$ cat config.mk
export PLATFORM = sky130hd
export DESIGN_NAME = regfile_write_queue_flat
export DESIGN_NICKNAME = d
export VERILOG_FILES = /design/src/rtl/regfile_write_queue_pkg.sv /design/src/rtl/regfile_write_queue_if.sv /design/src/rtl/regfile_write_queue_addr_match.sv /design/src/rtl/regfile_write_queue.sv /design/src/flat_wrapper.sv
export SDC_FILE = /design/constraint.sdc
export NUM_CORES = 1
export LEC_CHECK = 0
export ABC_CLOCK_PERIOD_IN_PS = 3050
export CORE_UTILIZATION = 49
export CTS_CLUSTER_SIZE = 25
export DETAILED_ROUTE_END_ITERATION = 16
export PLACE_DENSITY = 0.78
export SYNTH_ARGS = -nofsm -noshare
export SYNTH_HDL_FRONTEND = slang
export SYNTH_SLANG_ARGS = --single-unit
$ cat constraint.sdc
create_clock -name clk -period 3.05 [get_ports clk]
set_input_delay 0.61 -clock clk [delete_from_list [all_inputs] [get_ports clk]]
set_output_delay 0.61 -clock clk [all_outputs]
set_load 0.01 [all_outputs]
$ cat src/rtl/regfile_write_queue_pkg.sv
// regfile_wq_pkg: shared widths and queue entry type for the register-file write queue.
package regfile_wq_pkg;
    localparam int ADDR_W = 5;
    localparam int DATA_W = 64;
    localparam logic [ADDR_W-1:0] ZERO_REG = 5'd31;
    typedef struct packed {
        logic [ADDR_W-1:0] rd;
        logic [DATA_W-1:0] data;
    } wq_entry_t;
endpackage

$ cat src/rtl/regfile_write_queue_if.sv
// regfile_write_queue_if: producer handshakes, commit port and hazard lookup of the write queue.
interface regfile_write_queue_if #(parameter int DEPTH = 4);
    import regfile_wq_pkg::*;
    logic                       ld_valid, ld_ready;
    logic [ADDR_W-1:0]          ld_rd;
    logic [DATA_W-1:0]          ld_data;
    logic                       alu_valid, alu_ready;
    logic [ADDR_W-1:0]          alu_rd;
    logic [DATA_W-1:0]          alu_data;
    logic                       RegWrite;
    logic [ADDR_W-1:0]          WriteRegister;
    logic [DATA_W-1:0]          WriteData;
    logic [ADDR_W-1:0]          rd_addr1, rd_addr2;
    logic                       hazard1, hazard2;
    logic [$clog2(DEPTH):0]     occupancy;
    modport master (
        output ld_valid, ld_rd, ld_data, alu_valid, alu_rd, alu_data, rd_addr1, rd_addr2,
        input  ld_ready, alu_ready, RegWrite, WriteRegister, WriteData, hazard1, hazard2, occupancy
    );
    modport slave (
        input  ld_valid, ld_rd, ld_data, alu_valid, alu_rd, alu_data, rd_addr1, rd_addr2,
        output ld_ready, alu_ready, RegWrite, WriteRegister, WriteData, hazard1, hazard2, occupancy
    );
endinterface

$ cat src/rtl/regfile_write_queue_addr_match.sv
// wq_addr_match: flags any valid queued entry whose destination equals one read address.
module wq_addr_match
    import regfile_wq_pkg::*;
#(
    parameter int DEPTH = 4
) (
    input  logic [ADDR_W-1:0] rd [DEPTH],
    input  logic [DEPTH-1:0]  vld,
    input  logic [ADDR_W-1:0] addr,
    output logic              hit
);
    always_comb begin
        hit = 1'b0;
        for (int i = 0; i < DEPTH; i++) hit = hit | (vld[i] && rd[i] == addr);
        hit = hit && addr != ZERO_REG;
    end
endmodule

$ cat src/rtl/regfile_write_queue.sv
// regfile_write_queue: in-order write queue feeding the register file's single write port.
module regfile_write_queue
    import regfile_wq_pkg::*;
#(
    parameter int DEPTH = 4
) (
    input logic                    clk,
    input logic                    reset,
    regfile_write_queue_if.slave   bus
);
    localparam int PW = $clog2(DEPTH);
    localparam int OW = PW + 1;
    wq_entry_t          ent_q [DEPTH];
    wq_entry_t          ent_d [DEPTH];
    logic [DEPTH-1:0]   vld_q, vld_d;
    logic [PW-1:0]      head_q, head_d, tail_q, tail_d, alu_slot;
    logic [OW-1:0]      occ_q, occ_d, free;
    logic               ld_push, alu_push, pop;
    logic [ADDR_W-1:0]  rds [DEPTH];
    // Readiness looks only at start-of-cycle occupancy; the same-edge pop is not credited.
    assign free          = OW'(DEPTH) - occ_q;
    assign bus.ld_ready  = free >= OW'(1);
    assign bus.alu_ready = bus.ld_valid ? free >= OW'(2) : free >= OW'(1);
    assign ld_push       = bus.ld_valid && bus.ld_ready && bus.ld_rd != ZERO_REG;
    assign alu_push      = bus.alu_valid && bus.alu_ready && bus.alu_rd != ZERO_REG;
    assign pop           = occ_q != '0;
    assign alu_slot      = tail_q + PW'(ld_push);
    always_comb begin
        ent_d = ent_q;
        vld_d = vld_q;
        if (pop) vld_d[head_q] = 1'b0;
        if (ld_push) begin
            ent_d[tail_q] = '{rd: bus.ld_rd, data: bus.ld_data};
            vld_d[tail_q] = 1'b1;
        end
        if (alu_push) begin
            ent_d[alu_slot] = '{rd: bus.alu_rd, data: bus.alu_data};
            vld_d[alu_slot] = 1'b1;
        end
        head_d = head_q + PW'(pop);
        tail_d = tail_q + PW'(ld_push) + PW'(alu_push);
        occ_d  = occ_q + OW'(ld_push) + OW'(alu_push) - OW'(pop);
    end
    always_ff @(posedge clk or posedge reset) begin
        if (reset) begin
            vld_q  <= '0;
            head_q <= '0;
            tail_q <= '0;
            occ_q  <= '0;
        end else begin
            vld_q  <= vld_d;
            head_q <= head_d;
            tail_q <= tail_d;
            occ_q  <= occ_d;
        end
    end
    // Payload needs no reset: nothing reads an entry unless its valid bit is set.
    always_ff @(posedge clk) ent_q <= ent_d;
    always_comb for (int i = 0; i < DEPTH; i++) rds[i] = ent_q[i].rd;
    assign bus.RegWrite      = pop;
    assign bus.WriteRegister = pop ? ent_q[head_q].rd : '0;
    assign bus.WriteData     = pop ? ent_q[head_q].data : '0;
    assign bus.occupancy     = occ_q;
    wq_addr_match #(.DEPTH(DEPTH)) u_match1 (.rd(rds), .vld(vld_q), .addr(bus.rd_addr1), .hit(bus.hazard1));
    wq_addr_match #(.DEPTH(DEPTH)) u_match2 (.rd(rds), .vld(vld_q), .addr(bus.rd_addr2), .hit(bus.hazard2));
endmodule

$ cat src/flat_wrapper.sv
// flat-port wrapper written by rule: the top's interface ports become plain ports
module regfile_write_queue_flat import regfile_wq_pkg::*;
#(
    parameter int DEPTH = 4
)
  (clk, reset, bus_ld_valid, bus_ld_rd, bus_ld_data, bus_alu_valid, bus_alu_rd, bus_alu_data, bus_rd_addr1, bus_rd_addr2, bus_ld_ready, bus_alu_ready, bus_RegWrite, bus_WriteRegister, bus_WriteData, bus_hazard1, bus_hazard2, bus_occupancy);
  regfile_write_queue_if #(.DEPTH(DEPTH)) bus_i ();
  input logic clk;
  input logic reset;
  input wire logic [$bits(bus_i.ld_valid)-1:0] bus_ld_valid;
  input wire logic [$bits(bus_i.ld_rd)-1:0] bus_ld_rd;
  input wire logic [$bits(bus_i.ld_data)-1:0] bus_ld_data;
  input wire logic [$bits(bus_i.alu_valid)-1:0] bus_alu_valid;
  input wire logic [$bits(bus_i.alu_rd)-1:0] bus_alu_rd;
  input wire logic [$bits(bus_i.alu_data)-1:0] bus_alu_data;
  input wire logic [$bits(bus_i.rd_addr1)-1:0] bus_rd_addr1;
  input wire logic [$bits(bus_i.rd_addr2)-1:0] bus_rd_addr2;
  output wire logic [$bits(bus_i.ld_ready)-1:0] bus_ld_ready;
  output wire logic [$bits(bus_i.alu_ready)-1:0] bus_alu_ready;
  output wire logic [$bits(bus_i.RegWrite)-1:0] bus_RegWrite;
  output wire logic [$bits(bus_i.WriteRegister)-1:0] bus_WriteRegister;
  output wire logic [$bits(bus_i.WriteData)-1:0] bus_WriteData;
  output wire logic [$bits(bus_i.hazard1)-1:0] bus_hazard1;
  output wire logic [$bits(bus_i.hazard2)-1:0] bus_hazard2;
  output wire logic [$bits(bus_i.occupancy)-1:0] bus_occupancy;
  assign bus_i.ld_valid = bus_ld_valid;
  assign bus_i.ld_rd = bus_ld_rd;
  assign bus_i.ld_data = bus_ld_data;
  assign bus_i.alu_valid = bus_alu_valid;
  assign bus_i.alu_rd = bus_alu_rd;
  assign bus_i.alu_data = bus_alu_data;
  assign bus_i.rd_addr1 = bus_rd_addr1;
  assign bus_i.rd_addr2 = bus_rd_addr2;
  assign bus_ld_ready = bus_i.ld_ready;
  assign bus_alu_ready = bus_i.alu_ready;
  assign bus_RegWrite = bus_i.RegWrite;
  assign bus_WriteRegister = bus_i.WriteRegister;
  assign bus_WriteData = bus_i.WriteData;
  assign bus_hazard1 = bus_i.hazard1;
  assign bus_hazard2 = bus_i.hazard2;
  assign bus_occupancy = bus_i.occupancy;
  regfile_write_queue #(.DEPTH(DEPTH)) u_core (.clk(clk), .reset(reset), .bus(bus_i));
endmodule
-- Word-level counts from Yosys, hierarchy flattened
Cells that the tools add are included.
- register bits after elaboration: 287
- input port bits: 152
- output and inout bits: 77
- word-level logic and storage cells: 100
- add/sub/neg operators: 7
- $lt $le $gt $ge: 13
- eq/ne operators: 12
- multiplexer cells: 23
- bitwise gates (word level): 13
- reductions and logical operators: 20
- operator list (operator ; count):
    $bwmux 276 ; 2
    $mux 276 ; 2
    $demux 69 s2 ; 2
    $mux 69 ; 4
    $bmux 69 s2 ; 1
    $mux 64 ; 1
    $eq 5x5->1 ; 8
    $ne 5x5->1 const B ; 4
    $logic_and 1x1->1 ; 19
    $mux 4 ; 3
    $ge 3x3->1 const B ; 3
    $lt 2x3->1 const B ; 3
    $not 2->3 ; 3
    $or 4x4->4 ; 2
    $add 2x1->2 ; 3
    $add 3x1->3 ; 2
    $demux 1 s2 ; 3
    $ge 2x1->1 const B ; 3
    $lt 3x1->1 const B ; 2
    $or 1x1->1 ; 6
    $mux 5 ; 1
    $and 4x4->4 ; 1
    $mux 1 ; 4
    $not 4->4 ; 1
    other kinds (5) ; 5

-- Longest topological paths before layout
- depth after elaboration: 12
- mapped depth: 14
- gate-level depth less buffers: 11

-- Hierarchy
A second synthesis with hierarchy kept.
- cell total of the unflattened synthesis: 1195
- area total of the unflattened synthesis: 15523.6 um^2
- modules (own cells, without submodules) (module ; instances ; cells each ; area an instance (um^2) ; sequential area each (um^2)):
    regfile_write_queue ; 1 ; 1123 ; 14965.6 ; 5800.6
    wq_addr_match ; 2 ; 36 ; 279.0 ; 0.0

-- Least setup slack after synthesis
OpenSTA, ideal clock, no wires.
- kind: reg-to-reg
- start point: reg u_core.occ_q[0] (netlist: u_core.bus.occupancy[0])
- end point: reg u_core.ent_q[100] (netlist name)
- setup time: 118 ps
- arrival time: 3098 ps
- data required time: 2932 ps
- slack: -167 ps
- cell stages (with the launch flop): 15
- buffers on the path: 3
- clock period less this slack: 3217 ps
- cells stage by stage: dfrtp_1 -> inv_1 -> ha_1 -> ha_1 -> or4b_4 -> o211ai_2 -> inv_1 -> ha_1 -> xnor2_1 -> or4b_1 -> clkbuf_1 -> buf_6 -> buf_2 -> nor2_1 -> a21oi_1
- RTL lines (element ; line ; text):
    start, declared ; regfile_write_queue.sv:17 ; logic [OW-1:0] occ_q, occ_d, free;
    start signal, assigned ; regfile_write_queue.sv:49 ; occ_q <= '0;
    start signal, assigned ; regfile_write_queue.sv:54 ; occ_q <= occ_d;
    end signal, assigned ; regfile_write_queue.sv:58 ; always_ff @(posedge clk) ent_q <= ent_d;
    end, declared ; regfile_write_queue.sv:13 ; wq_entry_t ent_q [DEPTH];

-- Final worst setup path
- start point: reg u_core.occ_q[1] (netlist: u_core.bus.occupancy[1])
- end point: out bus_alu_ready
- word-level cells in the longest chain between the ends: 3
- elaborated cells on any way between the ends: 4
- those cells by class: 1 x add/sub; 2 x order compare; 1 x mux
- RTL lines (element ; line ; text):
    $sub 3x3->3 * ; regfile_write_queue.sv:21 ; assign free = OW'(DEPTH) - occ_q;
    $ge 3x1->1 / $ge 3x2->1 (equally long branches) ; regfile_write_queue.sv:23 ; assign bus.alu_ready = bus.ld_valid ? free >= OW'(2) : free >= OW'(1);
    $mux 1 * ; regfile_write_queue.sv:23 ;
    end, declared ; flat_wrapper.sv:19 ; output wire logic [$bits(bus_i.alu_ready)-1:0] bus_alu_ready;
Every way passes the cells marked *; elsewhere a longest branch is shown, timed or not.

==> impl_metrics.ini <==
[yosys]
synth_area_per_cell_um2 = 9.671
yosysUniqueCellTypes = 37
synth_nets = 1660
synth_area_mm2 = 0.01449
ys_seq_area_frac = 0.4004
synth.top_cell.area_share = 0.3814
netlist_instances = 1498
synth_top_area_cell = dfxtp_1
yosysWarnings = 0
synth.area.top_cells = dfxtp_1, mux2i_1, mux4_2
ys_seq_elements = 287

[die]
start_util = 0.5020
fp.dieArea_mm2 = 0.03026
rows = 62
die_w_um = 174.0
core_mm2 = 0.02886
die_h_um = 174.0
ios = 229

[drt]
vias = 11937
via_per_inst = 5.599
antenna_left = 0
wl_mm = 40.86
routedWlPerCell_um = 19.17
drt-pass1-iter-count = 5
drc_errors = 0
drt-initial-drc-count = 818

[timing]
relSlewSlack = 0.6719
worst_slew_pin_slew_ps = 491.6
finalSetupViolCount = 0
min_period_over_period = 0.9863
max_freq_mhz = 332.4
min_period_ps = 3008
fin_worst_skew_ps = 10.36
finalHoldViolCount = 0
rsz0062_at_grt = true
slew_viol_final = 0
holdWs_ps = 421.3

[place]
place_hpwl_mm = 25.80
placed_area_mm2 = 0.01756
io_buffers = 228
gp_congestion = 0.9289
dp.cells = 2049

[worst_setup_path]
critPathRequiredTime_ps = 2440
max_stage_delay_ps = 600
cp_common_cell = ha_1
end_kind = primary output
path_class = reg2out
path_max_fanout = 5
startpoint_type = flip-flop
crit_slowest_cell = clkdlybuf4s50_1
cp_cell_sequence = inv_2 -> ha_1 -> ha_1 -> nor2b_1 -> o21ai_2 -> buf_4 -> clkdlybuf4s50_1
cp.arrival_ps = 2400

[cts]
ctsHoldBuffers = 0
ctsHtreeMaxLevel = 1
root_buffer = clkbuf_16
clockBufferDepth = 3
cts_tree = built
clk-insertion-delay-late_ps = 560
cts_buffers = 31
clock-sinks = 287
clk_pin_slew_ps = 60

[final_layout]
fin_cells = 2132
layout.nets = 1885
finish.instance_area_mm2 = 0.01899
n_fill_cell = 2269
syn_to_final_growth_pct = 31.06
multi_input_comb_area_mm2 = 0.008148
drive_gt1_frac = 0.1357
final_util = 0.6580
register_area_mm2 = 0.005811

[global_route]
grt_first_pass_wirelength_mm = 63.58
grt_max_degree = 51
grt_pass1_vias = 11827
antenna_found_initial = 1
grt_overflow = 0
grt_use_total = 0.2618

[job]
cap_violations = 0

[pwr]
vdd_drop_max_uv = 628.2
total_leakage_power_nw = 7.277
powerDensity_mw_per_mm2 = 1261
totalPowerFinal_mw = 23.95

[run_status]
status = complete, no violations

[min_path]
holdCritPathClass = in2async
cell usage after synthesis (all sizes together):
| cell | n |
|---|---|
| xor2 | 33 |
| mux4 | 69 |
| mux2i | 276 |
| o21ai | 140 |
| nor4 | 8 |
| nor2 | 138 |
| and4bb | 1 |
| nor3 | 5 |
| and3 | 2 |
| nor4b | 1 |
| and2 | 69 |
| nand2 | 142 |
| inv | 12 |
| fa | 2 |
| a31oi | 2 |
| or4b | 2 |
| o211ai | 1 |
| xnor2 | 12 |
| nand4b | 1 |
| nand3 | 12 |
| dfxtp | 276 |
| nor2b | 3 |
| and4 | 2 |
| buf | 66 |
| dfrtp | 11 |
| or3 | 2 |
| ha | 8 |
| a211o | 2 |
| a21oi | 140 |
| clkbuf | 60 |
power by group:
group | total (mW) | internal, mW | switching, mW
registers | 7.13 | 5.90 | 1.23
clock network | 3.76 | 2.26 | 1.50
logic | 13.1 | 6.89 | 6.17
total | 23.9 | 15.0 | 8.90
logic make-up after synthesis:
family | Yosys count | synth area share
flip-flops | 287 | 0.4004
adder cells (fa/ha/maj) | 10 | 0.009673
buffers and inverters | 138 | 0.04482
multiplexers | 345 | 0.2980
XOR/XNOR | 45 | 0.02720
AND/OR/NAND/NOR | 388 | 0.1200
AO/OA/AOI/OAI | 285 | 0.09992
sequential cells by signal, summed over array words and instances, names as in the netlist:
| register | count |
|---|---|
| u_core.vld_q | 4 |
| u_core.tail_q | 2 |
| u_core.ent_q | 276 |
| u_core.bus.occupancy | 3 |
| u_core.head_q | 2 |
area by class of cell:
cell class	count	share of cell area
multi-input cells	1073	0.4291
diodes	1	0.0001318
inverters	12	0.002504
clock buffers	51	0.05166
flip-flops and latches	287	0.3060
well taps	384	0.02530
repair buffers	318	0.1821
clock inverters	6	0.003097
per-stage QoR:
step | TNS, ps | worst slack [ps]
floorplan | 0 | 9.467
global placement | -419.3 | -223.1
detailed placement | -1036 | -273.3
CTS | -412.6 | -64.68
global route | -1331 | -77.32
finish | 0 | 41.92
cells in the final DEF (no fill, tap or decap), types with 3 or more instances in the layout:
master             n
buf_12            29
mux2i_1          276
ha_1               7
buf_16             4
buf_4             48
clkdlybuf4s15_1    7
buf_6              5
clkdlybuf4s50_1  151
a21oi_1          140
o21ai_0          134
dlygate4sd2_1     57
dlymetal6s2s_1    13
nand3_1           12
inv_1              8
and2_1            68
dfxtp_1          276
o21ai_1            5
nor3_2             4
xor2_1            33
clkbuf_1           7
inv_2              3
dfrtp_1            7
nor2_1           134
nand2_1          142
clkbuf_8          13
nor2_2             3
mux4_2            69
nor2b_1            3
clkbuf_16         34
clkinv_2           4
xnor2_1           10
nor4_1             7
worst max-delay path, delay by kind of cell, from the launching register on:
kind / cells / cell delay, ps
AOI/OAI and AO/OA: 1 / 60
DFF: 1 / 370
and+or+nand+nor: 1 / 150
adders and majority gates: 2 / 460
buffers and inverters: 3 / 810
routing by layer:
layer  GRT usage  share of wire  vias up
li1            -              -     5733
met5           0              0        -
met3     0.04615          0.066       86
met1      0.3295           0.42     5697
met4     0.09064          0.033        0
met2      0.4508           0.48      421
final timing paths:
| kind | startpoint | endpoint | slack, ps | depth (start not counted) |
|---|---|---|---|---|
| worst min register to register | u_core.ent_q[219] | u_core.ent_q[219] | 530 | 2 |
| worst min-delay path | reset | u_core.head_q[1] | 420 | 2 |
| worst max-delay path | u_core.bus.occupancy[1] | bus_alu_ready | 40 | 7 |
| max in group asynchronous | reset | u_core.head_q[0] | 2260 | 2 |
| worst max register to register | u_core.bus.occupancy[1] | u_core.ent_q[48] | 80 | 13 |
| min in group clk | u_core.ent_q[219] | u_core.ent_q[219] | 530 | 2 |
timing repair:
action,4_1_cts,5_1_grt
endpoints found under the setup margin,71,68
pin swaps,0,1
resized for setup,70,39
buffers inserted,7,12
cloned,3,3
No activity file was read; power rests on OpenSTA's default activity.
